$ cat src/rtl/iob_wishbone2iob_pkg.sv
// rtl/iob_wishbone2iob_pkg.sv - shared state encoding and constants for the Wishbone-to-IOb bridge
package iob_wishbone2iob_pkg;

  typedef enum logic [2:0] {
    ST_IDLE   = 3'd0,
    ST_REQ    = 3'd1,
    ST_WAIT_R = 3'd2,
    ST_ACK    = 3'd3,
    ST_ERR    = 3'd4,
    ST_DRAIN  = 3'd5
  } state_e;

  localparam int TIMEOUT_DEF = 256;

  function automatic int sel_w(input int data_w);
    return data_w / 8;
  endfunction

endpackage

$ cat src/rtl/iob_wishbone2iob_tmo_if.sv
// rtl/iob_wishbone2iob_tmo_if.sv - Wishbone slave side and IOb master side signal bundle
interface iob_wishbone2iob_tmo_if #(
  parameter int ADDR_W = 32,
  parameter int DATA_W = 32
);
  import iob_wishbone2iob_pkg::*;

  localparam int SEL_W = sel_w(DATA_W);

  logic [ADDR_W-1:0] wb_addr_i;
  logic [DATA_W-1:0] wb_data_i;
  logic [SEL_W-1:0]  wb_select_i;
  logic              wb_we_i;
  logic              wb_cyc_i;
  logic              wb_stb_i;
  logic [DATA_W-1:0] wb_data_o;
  logic              wb_ack_o;
  logic              wb_err_o;

  logic              iob_avalid_o;
  logic [ADDR_W-1:0] iob_address_o;
  logic [DATA_W-1:0] iob_wdata_o;
  logic [SEL_W-1:0]  iob_wstrb_o;
  logic              iob_rvalid_i;
  logic [DATA_W-1:0] iob_rdata_i;
  logic              iob_ready_i;

  modport slave (
    input  wb_addr_i, wb_data_i, wb_select_i, wb_we_i, wb_cyc_i, wb_stb_i,
    output wb_data_o, wb_ack_o, wb_err_o,
    output iob_avalid_o, iob_address_o, iob_wdata_o, iob_wstrb_o,
    input  iob_rvalid_i, iob_rdata_i, iob_ready_i
  );

  modport master (
    output wb_addr_i, wb_data_i, wb_select_i, wb_we_i, wb_cyc_i, wb_stb_i,
    input  wb_data_o, wb_ack_o, wb_err_o,
    input  iob_avalid_o, iob_address_o, iob_wdata_o, iob_wstrb_o,
    output iob_rvalid_i, iob_rdata_i, iob_ready_i
  );

endinterface

$ cat src/rtl/iob_wb2iob_tmo_cnt.sv
// rtl/iob_wb2iob_tmo_cnt.sv - per-phase timeout counter; expired is never raised when TIMEOUT is 0
module iob_wb2iob_tmo_cnt #(
  parameter int TMO_W   = 16,
  parameter int TIMEOUT = 256
) (
  input  logic clk_i,
  input  logic rst_i,
  input  logic cke_i,
  input  logic clr_i,
  input  logic en_i,
  output logic expired_o
);

  localparam logic [TMO_W-1:0] LIMIT = (TIMEOUT == 0) ? '0 : TMO_W'(TIMEOUT - 1);

  logic [TMO_W-1:0] cnt_q;
  logic [TMO_W-1:0] cnt_d;

  always_comb begin
    cnt_d = cnt_q;
    if (clr_i)     cnt_d = '0;
    else if (en_i) cnt_d = cnt_q + TMO_W'(1);
  end

  always_ff @(posedge clk_i) begin
    if (rst_i)      cnt_q <= '0;
    else if (cke_i) cnt_q <= cnt_d;
  end

  assign expired_o = (TIMEOUT != 0) && (cnt_q == LIMIT);

endmodule

$ cat src/rtl/iob_wishbone2iob_tmo.sv
// rtl/iob_wishbone2iob_tmo.sv - Wishbone B4 classic slave to IOb master bridge with timeout error and abort drain
module iob_wishbone2iob_tmo
  import iob_wishbone2iob_pkg::*;
#(
  parameter int ADDR_W  = 32,
  parameter int DATA_W  = 32,
  parameter int TIMEOUT = TIMEOUT_DEF,
  parameter int TMO_W   = 16
) (
  input  logic                  clk_i,
  input  logic                  rst_i,
  input  logic                  cke_i,
  iob_wishbone2iob_tmo_if.slave bus,
  output logic                  busy_o
);

  localparam int SEL_W = sel_w(DATA_W);

  state_e            state_q;
  logic [ADDR_W-1:0] addr_q;
  logic [DATA_W-1:0] wdata_q;
  logic [DATA_W-1:0] rdata_q;
  logic [SEL_W-1:0]  wstrb_q;
  logic              avalid_q;
  logic              ack_q;
  logic              err_q;
  logic              busy_q;
  logic              is_wr;
  logic              cnt_stay;
  logic              expired;

  assign is_wr = |wstrb_q;

  // The counter keeps running only while a waiting state stays put; any exit clears it.
  always_comb begin
    cnt_stay = 1'b0;
    case (state_q)
      ST_REQ:    cnt_stay = !bus.iob_ready_i && !expired;
      ST_WAIT_R: cnt_stay = !bus.iob_rvalid_i && bus.wb_cyc_i && !expired;
      ST_DRAIN:  cnt_stay = !bus.iob_rvalid_i && !expired;
      default:   cnt_stay = 1'b0;
    endcase
  end

  iob_wb2iob_tmo_cnt #(
    .TMO_W  (TMO_W),
    .TIMEOUT(TIMEOUT)
  ) u_cnt (
    .clk_i    (clk_i),
    .rst_i    (rst_i),
    .cke_i    (cke_i),
    .clr_i    (!cnt_stay),
    .en_i     (cnt_stay),
    .expired_o(expired)
  );

  always_ff @(posedge clk_i) begin
    if (rst_i) begin
      state_q  <= ST_IDLE;
      addr_q   <= '0;
      wdata_q  <= '0;
      wstrb_q  <= '0;
      rdata_q  <= '0;
      avalid_q <= 1'b0;
      ack_q    <= 1'b0;
      err_q    <= 1'b0;
      busy_q   <= 1'b0;
    end else if (cke_i) begin
      ack_q <= 1'b0;
      err_q <= 1'b0;
      case (state_q)
        ST_IDLE: if (bus.wb_cyc_i && bus.wb_stb_i) begin
          addr_q   <= bus.wb_addr_i;
          wdata_q  <= bus.wb_data_i;
          wstrb_q  <= bus.wb_we_i ? bus.wb_select_i : '0;
          avalid_q <= 1'b1;
          busy_q   <= 1'b1;
          state_q  <= ST_REQ;
        end
        ST_REQ: if (bus.iob_ready_i) begin
          avalid_q <= 1'b0;
          if (!bus.wb_cyc_i) begin
            // An abandoned read still owes us a response that must be swallowed.
            state_q <= is_wr ? ST_IDLE : ST_DRAIN;
            busy_q  <= !is_wr;
          end else if (is_wr) begin
            ack_q   <= 1'b1;
            state_q <= ST_ACK;
          end else begin
            state_q <= ST_WAIT_R;
          end
        end else if (expired) begin
          avalid_q <= 1'b0;
          if (bus.wb_cyc_i) begin
            err_q   <= 1'b1;
            state_q <= ST_ERR;
          end else begin
            busy_q  <= 1'b0;
            state_q <= ST_IDLE;
          end
        end
        ST_WAIT_R: if (bus.iob_rvalid_i) begin
          if (bus.wb_cyc_i) begin
            rdata_q <= bus.iob_rdata_i;
            ack_q   <= 1'b1;
            state_q <= ST_ACK;
          end else begin
            busy_q  <= 1'b0;
            state_q <= ST_IDLE;
          end
        end else if (!bus.wb_cyc_i) begin
          state_q <= ST_DRAIN;
        end else if (expired) begin
          err_q   <= 1'b1;
          state_q <= ST_ERR;
        end
        ST_ACK, ST_ERR: begin
          busy_q  <= 1'b0;
          state_q <= ST_IDLE;
        end
        ST_DRAIN: if (bus.iob_rvalid_i || expired) begin
          busy_q  <= 1'b0;
          state_q <= ST_IDLE;
        end
        default: begin
          avalid_q <= 1'b0;
          busy_q   <= 1'b0;
          state_q  <= ST_IDLE;
        end
      endcase
    end
  end

  assign bus.wb_data_o     = rdata_q;
  assign bus.wb_ack_o      = ack_q;
  assign bus.wb_err_o      = err_q;
  assign bus.iob_avalid_o  = avalid_q;
  assign bus.iob_address_o = addr_q;
  assign bus.iob_wdata_o   = wdata_q;
  assign bus.iob_wstrb_o   = wstrb_q;
  assign busy_o            = busy_q;

endmodule

$ cat src/flat_wrapper.sv
// flat-port wrapper written by rule: the top's interface ports become plain ports
module iob_wishbone2iob_tmo_flat import iob_wishbone2iob_pkg::*;
#(
  parameter int ADDR_W  = 32,
  parameter int DATA_W  = 32,
  parameter int TIMEOUT = TIMEOUT_DEF,
  parameter int TMO_W   = 16
)
  (clk_i, rst_i, cke_i, busy_o, bus_wb_addr_i, bus_wb_data_i, bus_wb_select_i, bus_wb_we_i, bus_wb_cyc_i, bus_wb_stb_i, bus_wb_data_o, bus_wb_ack_o, bus_wb_err_o, bus_iob_avalid_o, bus_iob_address_o, bus_iob_wdata_o, bus_iob_wstrb_o, bus_iob_rvalid_i, bus_iob_rdata_i, bus_iob_ready_i);
  iob_wishbone2iob_tmo_if #(.ADDR_W(ADDR_W), .DATA_W(DATA_W)) bus_i ();
  input  logic clk_i;
  input  logic rst_i;
  input  logic cke_i;
  output logic busy_o;
  input wire logic [$bits(bus_i.wb_addr_i)-1:0] bus_wb_addr_i;
  input wire logic [$bits(bus_i.wb_data_i)-1:0] bus_wb_data_i;
  input wire logic [$bits(bus_i.wb_select_i)-1:0] bus_wb_select_i;
  input wire logic [$bits(bus_i.wb_we_i)-1:0] bus_wb_we_i;
  input wire logic [$bits(bus_i.wb_cyc_i)-1:0] bus_wb_cyc_i;
  input wire logic [$bits(bus_i.wb_stb_i)-1:0] bus_wb_stb_i;
  output wire logic [$bits(bus_i.wb_data_o)-1:0] bus_wb_data_o;
  output wire logic [$bits(bus_i.wb_ack_o)-1:0] bus_wb_ack_o;
  output wire logic [$bits(bus_i.wb_err_o)-1:0] bus_wb_err_o;
  output wire logic [$bits(bus_i.iob_avalid_o)-1:0] bus_iob_avalid_o;
  output wire logic [$bits(bus_i.iob_address_o)-1:0] bus_iob_address_o;
  output wire logic [$bits(bus_i.iob_wdata_o)-1:0] bus_iob_wdata_o;
  output wire logic [$bits(bus_i.iob_wstrb_o)-1:0] bus_iob_wstrb_o;
  input wire logic [$bits(bus_i.iob_rvalid_i)-1:0] bus_iob_rvalid_i;
  input wire logic [$bits(bus_i.iob_rdata_i)-1:0] bus_iob_rdata_i;
  input wire logic [$bits(bus_i.iob_ready_i)-1:0] bus_iob_ready_i;
  assign bus_i.wb_addr_i = bus_wb_addr_i;
  assign bus_i.wb_data_i = bus_wb_data_i;
  assign bus_i.wb_select_i = bus_wb_select_i;
  assign bus_i.wb_we_i = bus_wb_we_i;
  assign bus_i.wb_cyc_i = bus_wb_cyc_i;
  assign bus_i.wb_stb_i = bus_wb_stb_i;
  assign bus_wb_data_o = bus_i.wb_data_o;
  assign bus_wb_ack_o = bus_i.wb_ack_o;
  assign bus_wb_err_o = bus_i.wb_err_o;
  assign bus_iob_avalid_o = bus_i.iob_avalid_o;
  assign bus_iob_address_o = bus_i.iob_address_o;
  assign bus_iob_wdata_o = bus_i.iob_wdata_o;
  assign bus_iob_wstrb_o = bus_i.iob_wstrb_o;
  assign bus_i.iob_rvalid_i = bus_iob_rvalid_i;
  assign bus_i.iob_rdata_i = bus_iob_rdata_i;
  assign bus_i.iob_ready_i = bus_iob_ready_i;
  iob_wishbone2iob_tmo #(.ADDR_W(ADDR_W), .DATA_W(DATA_W), .TIMEOUT(TIMEOUT), .TMO_W(TMO_W)) u_core (.clk_i(clk_i), .rst_i(rst_i), .cke_i(cke_i), .bus(bus_i), .busy_o(busy_o));
endmodule
$ cat config.mk
export PLATFORM = sky130hd
export DESIGN_NAME = iob_wishbone2iob_tmo_flat
export DESIGN_NICKNAME = d
export VERILOG_FILES = /design/src/rtl/iob_wishbone2iob_pkg.sv /design/src/rtl/iob_wishbone2iob_tmo_if.sv /design/src/rtl/iob_wb2iob_tmo_cnt.sv /design/src/rtl/iob_wishbone2iob_tmo.sv /design/src/flat_wrapper.sv
export SDC_FILE = /design/constraint.sdc
export NUM_CORES = 1
export LEC_CHECK = 0
export ABC_AREA = 1
export BUFFER_PORTS_ARGS = -buffer_cell sky130_fd_sc_hd__buf_2
export CORE_MARGIN = 2
export CORE_UTILIZATION = 48
export DETAILED_ROUTE_END_ITERATION = 10
export PLACE_DENSITY_LB_ADDON = 0.08
export SLEW_MARGIN = 0
export SYNTH_ARGS = -nofsm -noshare
export SYNTH_HDL_FRONTEND = slang
export SYNTH_SLANG_ARGS = --single-unit
$ cat constraint.sdc
create_clock -name clk_i -period 2.1 [get_ports clk_i]
set_clock_uncertainty 0.15 [all_clocks]
set_input_delay 0 -clock clk_i [delete_from_list [all_inputs] [get_ports clk_i]]
set_output_delay 0 -clock clk_i [all_outputs]
set_load 0.01 [all_outputs]
# After elaboration in Yosys (flattened, before gate mapping)
# Cells that the tools add are included.
# word_totals
regBits	123
inputBits	108
# classes
addsub	1
eq_ne	12
n_mux	39
bitwise_logic	1
reduce_logical	18
# ops
cell	n
$mux 3	10
$mux 1	20
$add 16x1->16 const B	1
$eq 16x8->1 const B	1
$mux 16	1
$pmux 3 s4	1
$reduce_and 4->1	2
$reduce_or 4->1	2
$eq 3x2->1 const B	2
$eq 3x3->1 const B	2
$pmux 1 s3	2
$reduce_and 6->1	1
$logic_and 1x1->1	5
$reduce_and 5->1	1
$logic_not 1->1	4
$mux 4	1
$ne 2x1->1 const B	2
$ne 4x3->1 const B	1
$pmux 1 s2	2
$pmux 1 s4	1
$eq 3x1->1 const B	1
$logic_not 3->1	1
$ne 3x2->1 const B	1
$ne 3x3->1 const B	1
5 further kinds	5

# Longest topological paths before layout
# Gate-level depths: netlist of the first run.
# depth
depth_word	5
mapped_depth	11
mapped_depth_nobuf	11

# Modules after synthesis
# From an unflattened synthesis of the first run, not the netlist that was laid out.
# hier_totals
cells_unflattened	662
area_unflattened_um2	4860.9
# modules_own_cells
module	n_inst	cells_each	area_each_um2	seq_area_each_um2
iob_wishbone2iob_tmo	1	540	4018.9	2142.1
iob_wb2iob_tmo_cnt	1	122	842.1	320.3

# Worst setup path before layout of the first run
# Ideal clock, no wire load.
# synth_path
path_type	flip-flop to flip-flop
from	register u_core.wstrb_q[3] (netlist: u_core.bus.iob_wstrb_o[3])
to	register u_core.state_q[0]
setup_ns	0.064
arrival_time_ns	1.384
setup_slack_ns	0.502
stages_incl_launch_ff	8
n_path_buf	0
cell_sequence	dfxtp_1 > nor4_1 > ha_1 > nor2_1 > a21oi_1 > nand4_1 > nand2_1 > nor2_1
# synth_between
elab_chain_cells	5
# synth_rtl
item	line_no	source
from (decl)	iob_wishbone2iob_tmo.sv:23	logic [SEL_W-1:0] wstrb_q;
from (signal assigned)	iob_wishbone2iob_tmo.sv:75	wstrb_q <= bus.wb_we_i ? bus.wb_select_i : '0;
$reduce_or 4->1 (*)	iob_wishbone2iob_tmo.sv:32	assign is_wr = |wstrb_q;
$mux 3 or $mux 1 (tied branches)	iob_wishbone2iob_tmo.sv:84, iob_wishbone2iob_tmo.sv:86	
$mux 3 (*)	iob_wishbone2iob_tmo.sv:82	if (!bus.wb_cyc_i) begin
$mux 3 (*)	iob_wishbone2iob_tmo.sv:80	ST_REQ: if (bus.iob_ready_i) begin
$pmux 3 s4 (*)	iob_wishbone2iob_tmo.sv:71	case (state_q)
to (signal assigned)	iob_wishbone2iob_tmo.sv:84	state_q <= is_wr ? ST_IDLE : ST_DRAIN;
to (decl)	iob_wishbone2iob_tmo.sv:19	state_e state_q;
# Every way passes the cells marked *; elsewhere a longest branch is shown, timed or not.
# A chain may end at the register's enable or synchronous reset.

# Worst setup path after layout of the first run
# layout_path
from	register u_core.state_q[0]
to	register u_core.addr_q[18] (netlist: u_core.bus.iob_address_o[18])
# layout_between
elab_chain_cells	2
# layout_rtl
item	line_no	source
$logic_not 3->1	iob_wishbone2iob_tmo.sv:71	
$reduce_and 3->1 (no source line)	-	
to (signal assigned)	iob_wishbone2iob_tmo.sv:73	addr_q <= bus.wb_addr_i;
to (decl)	iob_wishbone2iob_tmo.sv:20	logic [ADDR_W-1:0] addr_q;
# Every way passes these cells.

==> results.py, run 1 <==
metrics = {
    "status": {
        "status": "finished with violations",
        "violations": "setup timing",
    },
    "global_routing": {
        "grt_pass1_wl_microns": 27100,
        "grt_antenna_before_repair": 0,
        "grt-ovfl-total": 0,
        "grt_pass1_vias": 5747,
        "grt_max_degree": 66,
        "grt_util_all_layers_pct": 30.5,
    },
    "critical_path": {
        "reg2reg_from": "u_core.state_q[0]$_SDFFE_PP0P_",
        "worstPathRequired_ns": 2.37,
        "worst-path-max-fanout": 8,
        "start_kind": "flip-flop",
        "crit_start": "u_core.state_q[0]$_SDFFE_PP0P_",
        "arrival_ns": 2.59,
        "critical_path.endpoint_type": "flip-flop",
        "worstSetupPathType": "reg2reg",
    },
    "timing": {
        "timing.fmax_ghz": 0.431,
        "rsz0062_at_grt": "true",
        "setup_viol": 9,
        "hold_violations": 0,
        "fin_crit_sh_pct": 110,
        "min_period_ns": 2.32,
        "worstMarginPinSlew_ns": 0.519,
        "setup_tns_ns": -0.532,
        "setup_ws_ns": -0.219,
        "max_slew_margin_pct": 65.4,
        "slew_violations": 0,
    },
    "yosys": {
        "synth_area_per_cell_sq_um": 7.72,
        "synth_edf_count": 0,
        "yosysWarningCount": 0,
        "synth.distinct_cells": 32,
        "ys_top_cells_by_count": "nor2_1, dfxtp_1, o21ai_0",
        "synth_nets": 759,
        "synth_area_leader_cell": "dfxtp_1",
        "synth_area_leaders": "dfxtp_1, nor2_1, o21ai_0",
        "synth_top_area_share_pct": 49.4,
        "ys_ff_latch": 123,
        "ys_seq_area_share_pct": 49.4,
        "synth_cells": 646,
        "synthArstFlopShare_pct": 0,
        "synth_most_common_cell": "nor2_1",
        "ys.flop_type": "dfxtp_1",
        "synth_area_sq_um": 4990,
    },
    "placed_design": {
        "place.gp.congestion": 0.862,
        "hpwl_microns": 9620,
        "place_ws_ns": 0.271,
        "place_area_sq_um": 6120,
        "placement.io_buffers": 211,
    },
    "clock_network": {
        "clock_sinks": 123,
        "ctsHtreeMaxLevel": 4,
        "cts_tree": "done",
        "clk_latency_ns": 0.54,
        "ctsLongestPathBuffers": 2,
        "path_clk_slew_ns": 0.06,
        "cts_buffers": 17,
        "root_buffer": "clkbuf_8",
    },
    "worst_hold_path": {
        "hold_start": "bus_wb_data_i[20]",
        "hp-class": "in2reg",
    },
    "detailed_routing": {
        "drc": 0,
        "finalWirelength_microns": 19500,
        "drt_first_iter_violations": 585,
        "dr.pass1.iters": 7,
        "vias": 5955,
        "post_drt_via_cell_ratio": 5.24,
        "antenna_left": 0,
        "drt-wirelength-per-cell_microns": 17.2,
    },
    "final_layout": {
        "finalInstanceArea_sq_um": 8200,
        "area_growth_pct": 64.4,
        "drive_gt1_share_pct": 30.1,
        "final_core_util_pct": 80.5,
        "final_net_count": 1108,
        "antennaDiodeCount": 0,
    },
    "power": {
        "power_leakage_nw": 3.79,
        "ir_drop_v": 0.000665,
        "p_total_mw": 6.45,
        "powerDensity_nw_per_um2": 787,
    },
    "floorplanning": {
        "die_w_microns": 106,
        "coreArea_sq_um": 10200,
        "die-area_sq_um": 11200,
        "placementRows": 37,
        "die_h_microns": 106,
        "ios": 212,
        "initial_core_util_pct": 49.0,
    },
    "flow_run": {
        "maxCapViolations": 0,
    },
}
through the flow:
stage,instances,hold slack [ns]
after floorplan,646,-0.0809
after global placement,967,0.0851
after detailed placement,967,0.0921
after CTS,1124,0.0895
after global routing,1137,0.137
final,1137,0.102
logic make-up after synthesis:
kind of cell	Yosys count	share of synthesized area (%)
buffers and inverters	98	8.66
AOI/OAI and AO/OA	152	15.5
DFF	123	49.4
and+or+nand+nor	256	23.1
muxes	1	0.201
xor gates and xnor gates	11	1.93
adders and majority gates	5	1.25
area by class of cell:
type,count,area [sq um]
timing repair buffer,364,2680
sequential,123,2470
multi-input combinational,425,2120
fill,616,1990
clock buffer,20,445
inverter,64,253
tap,136,170
clock inverter,5,50.0
timing repair:
item	4_1_cts	5_1_grt
hold buffers	132	0
buffers inserted	0	9
resized for setup	0	35
endpoints found under the setup margin	0	25
hold endpoints to repair	112	0
state kept, by name (all words and copies together) (netlist names):
register	count
u_core.bus.wb_err_o	1
u_core.bus.iob_avalid_o	1
u_core.bus.iob_address_o	32
u_core.bus.iob_wstrb_o	4
u_core.bus.iob_wdata_o	32
u_core.busy_o	1
u_core.bus.wb_ack_o	1
u_core.state_q	3
u_core.u_cnt.cnt_q	16
u_core.bus.wb_data_o	32
worst max-delay path: stages, from the launching register on:
cell and delay (ns):
dfxtp_4 0.36, nor2_4 0.12, nand2_2 0.07, inv_2 0.07, nand4_4 0.10, buf_6 0.18
clkbuf_16 0.16, o21ai_1 0.31, nor2_1 0.10, dlygate4sd3_1 0.57
layout by cell type, fill, tap and decap left out, types with 3 or more instances in the layout:
master and instances:
nor2_4 11, nand4_1 8, nand2_2 6, nand2_1 41
buf_2 211, nor2_2 6, inv_2 6, clkbuf_8 3
nor2_1 159, o21ai_2 4, buf_4 10, o21ai_0 63
buf_12 4, dlygate4sd3_1 129, dfxtp_1 120, inv_1 57
xor2_1 9, buf_6 5, o21ai_1 38, nand3_1 16
a21oi_1 42, clkinv_2 4, nor3_1 3, ha_1 5
clkbuf_16 21
power by group:
group | internal (mW) | switching (mW) | total [mW]
combinational | 0.605 | 0.694 | 1.30
clock | 1.57 | 0.990 | 2.56
sequential | 2.49 | 0.106 | 2.59
path summary, 6_finish.rpt:
kind / depth (start not counted) / slack [ns] / to
worst min register to register: 2 / 0.29 / u_core.bus.wb_data_o[3]$_SDFFE_PP0P_
worst max-delay path: 9 / -0.22 / u_core.bus.iob_address_o[18]$_SDFFE_PP0P_
worst max register to register: 9 / -0.22 / u_core.bus.iob_address_o[18]$_SDFFE_PP0P_
worst min-delay path: 4 / 0.10 / u_core.bus.iob_wdata_o[20]$_SDFFE_PP0P_
metal layers:
metal	vias up	track usage, %	routed length (microns)	share of wire, %
li1	2765	-	-	-
met1	2717	31.3	6770	35
met2	358	55.0	9770	50
met3	115	10.4	1760	9.0
met4	0	15.9	1230	6.3
met5	-	0	0	0
Note: power is estimated with default switching activity, not from simulation.
==> run 2, diff against run 1 <==
--- a/config.mk
+++ b/config.mk
@@ -11,6 +11,7 @@
 export CORE_UTILIZATION = 48
 export DETAILED_ROUTE_END_ITERATION = 10
 export PLACE_DENSITY_LB_ADDON = 0.08
+export SETUP_SLACK_MARGIN = 0.02
 export SLEW_MARGIN = 0
 export SYNTH_ARGS = -nofsm -noshare
 export SYNTH_HDL_FRONTEND = slang
==> results.py, run 2 (same netlist as run 1, synthesis figures left out) <==
metrics = {
    "clock_network": {
        "ctsLongestPathBuffers": 2,
        "path_clk_slew_ns": 0.06,
        "cts_buffers": 17,
        "ctsHtreeMaxLevel": 4,
        "root_buffer": "clkbuf_8",
        "clk_latency_ns": 0.53,
        "clock_sinks": 123,
        "cts_tree": "done",
    },
    "detailed_routing": {
        "antenna_left": 0,
        "vias": 5686,
        "drt-wirelength-per-cell_microns": 15.1,
        "drt_first_iter_violations": 291,
        "post_drt_via_cell_ratio": 5.09,
        "finalWirelength_microns": 16800,
        "dr.pass1.iters": 6,
        "drc": 0,
    },
    "floorplanning": {
        "die_w_microns": 106,
        "die-area_sq_um": 11200,
        "placementRows": 37,
        "initial_core_util_pct": 49.0,
        "die_h_microns": 106,
        "coreArea_sq_um": 10200,
        "ios": 212,
    },
    "final_layout": {
        "area_growth_pct": 59.1,
        "stdcell_count": 1117,
        "final_core_util_pct": 77.9,
        "final_net_count": 1087,
        "layout_commonest_cell": "buf_2",
        "drive_gt1_share_pct": 30.0,
        "final_cell_mix": "buf_2, nor2_1, dfxtp_1, dlygate4sd3_1, o21ai_0",
    },
    "critical_path": {
        "worstPathRequired_ns": 2.42,
        "worst-path-max-fanout": 23,
        "reg2reg_slack_ns": 0.09,
        "worstSetupPathType": "reg2reg",
        "arrival_ns": 2.33,
        "path_cells": "nor2_4, nand2_2, inv_2, nand4_4, inv_4, buf_12, nor2_1, nor2_1, dlygate4sd3_1",
        "crit_top_cell": "nor2_1",
        "critical_path.endpoint_type": "flip-flop",
        "start_kind": "flip-flop",
        "worstRegToRegCells": 9,
        "cpPeakStageDelay_ns": 0.57,
        "crit_slowest_cell": "dlygate4sd3_1",
    },
    "placed_design": {
        "placed_cells": 967,
        "hpwl_microns": 9620,
        "placement.io_buffers": 211,
        "place.gp.congestion": 0.862,
    },
    "worst_hold_path": {
        "hp-class": "in2reg",
        "holdPathStages": 4,
    },
    "timing": {
        "timing.fmax_ghz": 0.498,
        "slew_violations": 0,
        "fin_crit_sh_pct": 95.6,
        "min_period_ns": 2.01,
        "setup_viol": 0,
        "worstMarginPinSlew_ns": 0.537,
        "hold_violations": 0,
        "max_slew_margin_pct": 64.2,
    },
    "global_routing": {
        "grt_pass1_wl_microns": 25700,
        "grt_use_met1_pct": 29.6,
        "use_met3_pct": 9.93,
        "grt-busiest-layer": "met2",
        "grt-ovfl-total": 0,
        "use_met2_pct": 52.0,
        "grt_util_all_layers_pct": 28.9,
        "grt_antenna_before_repair": 1,
        "grt_max_degree": 66,
        "grt_pass1_vias": 5528,
    },
    "power": {
        "power_leakage_nw": 3.67,
        "ir_drop_v": 0.000674,
        "powerDensity_nw_per_um2": 792,
    },
    "status": {
        "status": "finished, final reports clean",
    },
    "flow_run": {
        "maxCapViolations": 0,
    },
}
[run 2: path summary, 6_finish.rpt]
check,start,to
worst max-delay path,u_core.state_q[0]$_SDFFE_PP0P_,u_core.bus.iob_wdata_o[8]$_SDFFE_PP0P_
worst max register to register,u_core.state_q[0]$_SDFFE_PP0P_,u_core.bus.iob_wdata_o[8]$_SDFFE_PP0P_
worst min-delay path,bus_wb_data_i[20],u_core.bus.iob_wdata_o[20]$_SDFFE_PP0P_
worst min register to register,u_core.bus.wb_data_o[3]$_SDFFE_PP0P_,u_core.bus.wb_data_o[3]$_SDFFE_PP0P_
[run 2: per-stage QoR]
stage	area (sq um)	setup TNS, ns	hold WS, ns	worst slack (ns)	total power, mW
after floorplan	4990	0	-0.0809	0.502	3.18
after global placement	6120	0	0.0851	0.363	3.49
after detailed placement	6120	0	0.0921	0.271	3.52
after CTS	7790	0	0.0863	0.0299	6.20
after global routing	7930	-0.00337	0.121	-0.00337	6.55
final	7930	0	0.108	0.0926	6.28
[run 2: final cells by class]
cell class                 count  area, sq um
clock inverter                 5         50.0
tap                          136          170
clock buffer                  20          445
fill                         678         2250
timing repair buffer         343         2430
inverter                      64          243
multi-input combinational    425         2120
antenna                        1         2.50
sequential                   123         2470
[run 2: layer usage]
layer,vias up,share of wire [%]
met5,-,0
met4,0,3.6
met3,68,8.2
met2,271,51
met1,2622,37
li1,2725,-
[run 2: critical path: cells and delay by family, from the launching register on]
| kind | cells | cell delay, ns |
|---|---|---|
| simple gates | 5 | 0.50 |
| flops | 1 | 0.36 |
| buf+inv | 4 | 0.93 |
[run 2: power breakdown]
part	switching (mW)	internal, mW	total (mW)	leakage, nW
Sequential	0.0980	2.48	2.58	0.999
Combinational	0.630	0.547	1.18	2.42
Clock	0.951	1.57	2.52	0.250
Total	1.68	4.60	6.28	3.67
[run 2: repair_timing]
| item | 4_1_cts | 5_1_grt |
|---|---|---|
| endpoints found under the setup margin | 0 | 10 |
| resized for setup | 0 | 20 |
| hold buffers | 117 | 0 |
| hold endpoints to repair | 112 | 0 |
| setup buffers | 0 | 7 |
==> run 3, diff against run 2 <==
--- a/config.mk
+++ b/config.mk
@@ -10,7 +10,7 @@
 export CORE_MARGIN = 2
 export CORE_UTILIZATION = 48
 export DETAILED_ROUTE_END_ITERATION = 10
-export PLACE_DENSITY_LB_ADDON = 0.08
+export PLACE_DENSITY_LB_ADDON = 0.1
 export SETUP_SLACK_MARGIN = 0.02
 export SLEW_MARGIN = 0
 export SYNTH_ARGS = -nofsm -noshare
==> results.py, run 3 (same netlist as run 1, synthesis figures left out) <==
metrics = {
    "placed_design": {
        "placement.io_buffers": 211,
        "hpwl_microns": 9090,
        "place_ws_ns": 0.294,
        "placed_cells": 966,
        "place.gp.congestion": 0.849,
    },
    "detailed_routing": {
        "drt-wirelength-per-cell_microns": 14.0,
        "antenna_left": 0,
        "vias": 5477,
        "post_drt_via_cell_ratio": 4.95,
        "finalWirelength_microns": 15500,
        "drt_first_iter_violations": 385,
        "drc": 0,
        "dr.pass1.iters": 5,
    },
    "power": {
        "power_leakage_nw": 3.59,
        "powerDensity_nw_per_um2": 875,
        "p_total_mw": 6.89,
        "ir_drop_v": 0.000605,
    },
    "clock_network": {
        "ctsLongestPathBuffers": 2,
        "cts_tree": "done",
        "cts_buffers": 17,
        "path_clk_slew_ns": 0.06,
        "root_buffer": "clkbuf_8",
        "clock_sinks": 123,
        "ctsHtreeMaxLevel": 4,
        "clk_latency_ns": 0.50,
    },
    "floorplanning": {
        "ios": 212,
        "initial_core_util_pct": 49.0,
        "coreArea_sq_um": 10200,
        "die-area_sq_um": 11200,
        "die_h_microns": 106,
        "die_w_microns": 106,
        "placementRows": 37,
    },
    "flow_run": {
        "maxCapViolations": 0,
    },
    "timing": {
        "rsz0062_at_grt": "false",
        "setup_viol": 0,
        "worstMarginPinSlew_ns": 0.468,
        "min_period_ns": 1.92,
        "hold_ws_ns": 0.137,
        "setup_ws_ns": 0.181,
        "timing.fmax_ghz": 0.521,
        "fin_crit_sh_pct": 91.4,
        "setup_tns_ns": 0,
        "max_slew_margin_pct": 68.5,
        "slew_violations": 0,
        "hold_violations": 0,
    },
    "critical_path": {
        "reg2reg_slack_ns": 0.18,
        "worstRegToRegCells": 6,
        "cpPeakStageDelay_ns": 0.56,
        "critical_path.endpoint_type": "flip-flop",
        "worstPathRequired_ns": 2.32,
        "start_kind": "flip-flop",
        "worst-path-max-fanout": 3,
        "path_cells": "nor4_2, inv_1, ha_1, nand3_1, dlygate4sd3_1, a31oi_1",
        "reg2reg_from": "u_core.bus.iob_wstrb_o[3]$_SDFFE_PP0P_",
        "r2r_end": "u_core.bus.wb_ack_o$_SDFFE_PP0P_",
        "worstSetupPathType": "reg2reg",
        "crit_slowest_cell": "dlygate4sd3_1",
        "arrival_ns": 2.14,
    },
    "global_routing": {
        "grt_pass1_vias": 5456,
        "use_met2_pct": 49.1,
        "grt_util_all_layers_pct": 27.7,
        "use_met3_pct": 8.15,
        "grt_pass1_wl_microns": 25100,
        "grt-busiest-layer": "met2",
        "grt_use_met1_pct": 30.9,
        "grt_antenna_before_repair": 0,
        "grt-ovfl-total": 0,
        "grt_max_degree": 66,
    },
    "status": {
        "status": "finished, final reports clean",
    },
    "worst_hold_path": {
        "whs_endpoint": "u_core.bus.iob_wdata_o[5]$_SDFFE_PP0P_",
        "holdPathStages": 4,
        "hold_start": "bus_wb_data_i[5]",
        "hp-class": "in2reg",
    },
    "final_layout": {
        "antennaDiodeCount": 0,
        "n_fill_cell": 723,
        "drive_gt1_share_pct": 29.2,
        "final_cell_mix": "buf_2, nor2_1, dfxtp_1, dlygate4sd3_1, o21ai_0",
        "layout_commonest_cell": "buf_2",
        "stdcell_count": 1107,
        "final_net_count": 1071,
        "area_growth_pct": 57.8,
    },
}
==> run 3: cell count changes in the layout (fill, tap and decap cells not counted), moves of 3 or more <==
cell           change
dfxtp_1            +3
o21ai_2            -4
buf_4              -5
bufinv_16          +4
clkinvlp_4         +3
clkinv_2           -4
dlygate4sd3_1      -4
clkbuf_8           +3
==> run 3: per-layer routing <==
| layer | up-vias | share of wire [%] | wire, microns |
|---|---|---|---|
| met5 | - | 0 | 0 |
| met4 | 0 | 2.8 | 441 |
| met3 | 39 | 7.6 | 1180 |
| met2 | 234 | 50 | 7800 |
| met1 | 2514 | 39 | 6110 |
| li1 | 2690 | - | - |
==> run 3: cell type report <==
type                    instances  area (sq um)  share of cell area [%]
clock buffers                  23           487                    6.19
clock inverters                 9           181                    2.31
inverters                      64           240                    3.05
multi-input cells             425          2100                    26.7
flip-flops and latches        123          2460                    31.3
well taps                     136           170                    2.16
repair buffers                327          2220                    28.3
==> run 3: what timing repair did <==
item	4_1_cts	5_1_grt
resized for setup	0	1
setup buffers	0	0
endpoints found under the setup margin	0	1
hold buffers	109	0
endpoints found under the hold margin	110	0
==> run 3: power by group <==
| part | switching (mW) | leakage, nW | internal [mW] |
|---|---|---|---|
| Clock | 1.01 | 0.317 | 2.21 |
| Combinational | 0.598 | 2.27 | 0.495 |
| Sequential | 0.0926 | 0.998 | 2.48 |
==> run 3: per-stage QoR <==
stage	area, sq um	utilization (%)
after floorplan	4990	-
final	7870	77.3
after CTS	7860	77.2
after global placement	6100	59.9
after detailed placement	6100	59.9
after global routing	7870	77.3
==> run 3: critical path, delay by kind of cell, from the launching register on <==
family,cells,cell delay [ns]
buffers and inverters,2,0.65
AND/OR/NAND/NOR,2,0.43
flip-flops,1,0.32
adder cells (fa/ha/maj),1,0.19
AO/OA/AOI/OAI,1,0.07
==> run 3: worst max path at each step <==
stage | cells after the start | startpoint | end
6_report | 6 | u_core.bus.iob_wstrb_o[3]$_SDFFE_PP0P_ | u_core.bus.wb_ack_o$_SDFFE_PP0P_
5_1_grt | 6 | u_core.bus.iob_wstrb_o[3]$_SDFFE_PP0P_ | u_core.bus.wb_ack_o$_SDFFE_PP0P_
4_1_cts | 6 | u_core.bus.iob_wstrb_o[3]$_SDFFE_PP0P_ | u_core.bus.wb_ack_o$_SDFFE_PP0P_
3_5_place_dp | 8 | u_core.u_cnt.cnt_q[0]$_SDFFE_PP0P_ | u_core.u_cnt.cnt_q[15]$_SDFFE_PP0P_
3_3_place_gp | 8 | u_core.u_cnt.cnt_q[0]$_SDFFE_PP0P_ | u_core.u_cnt.cnt_q[15]$_SDFFE_PP0P_
2_1_floorplan | 7 | u_core.bus.iob_wstrb_o[3]$_SDFFE_PP0P_ | u_core.state_q[0]$_SDFFE_PP0P_
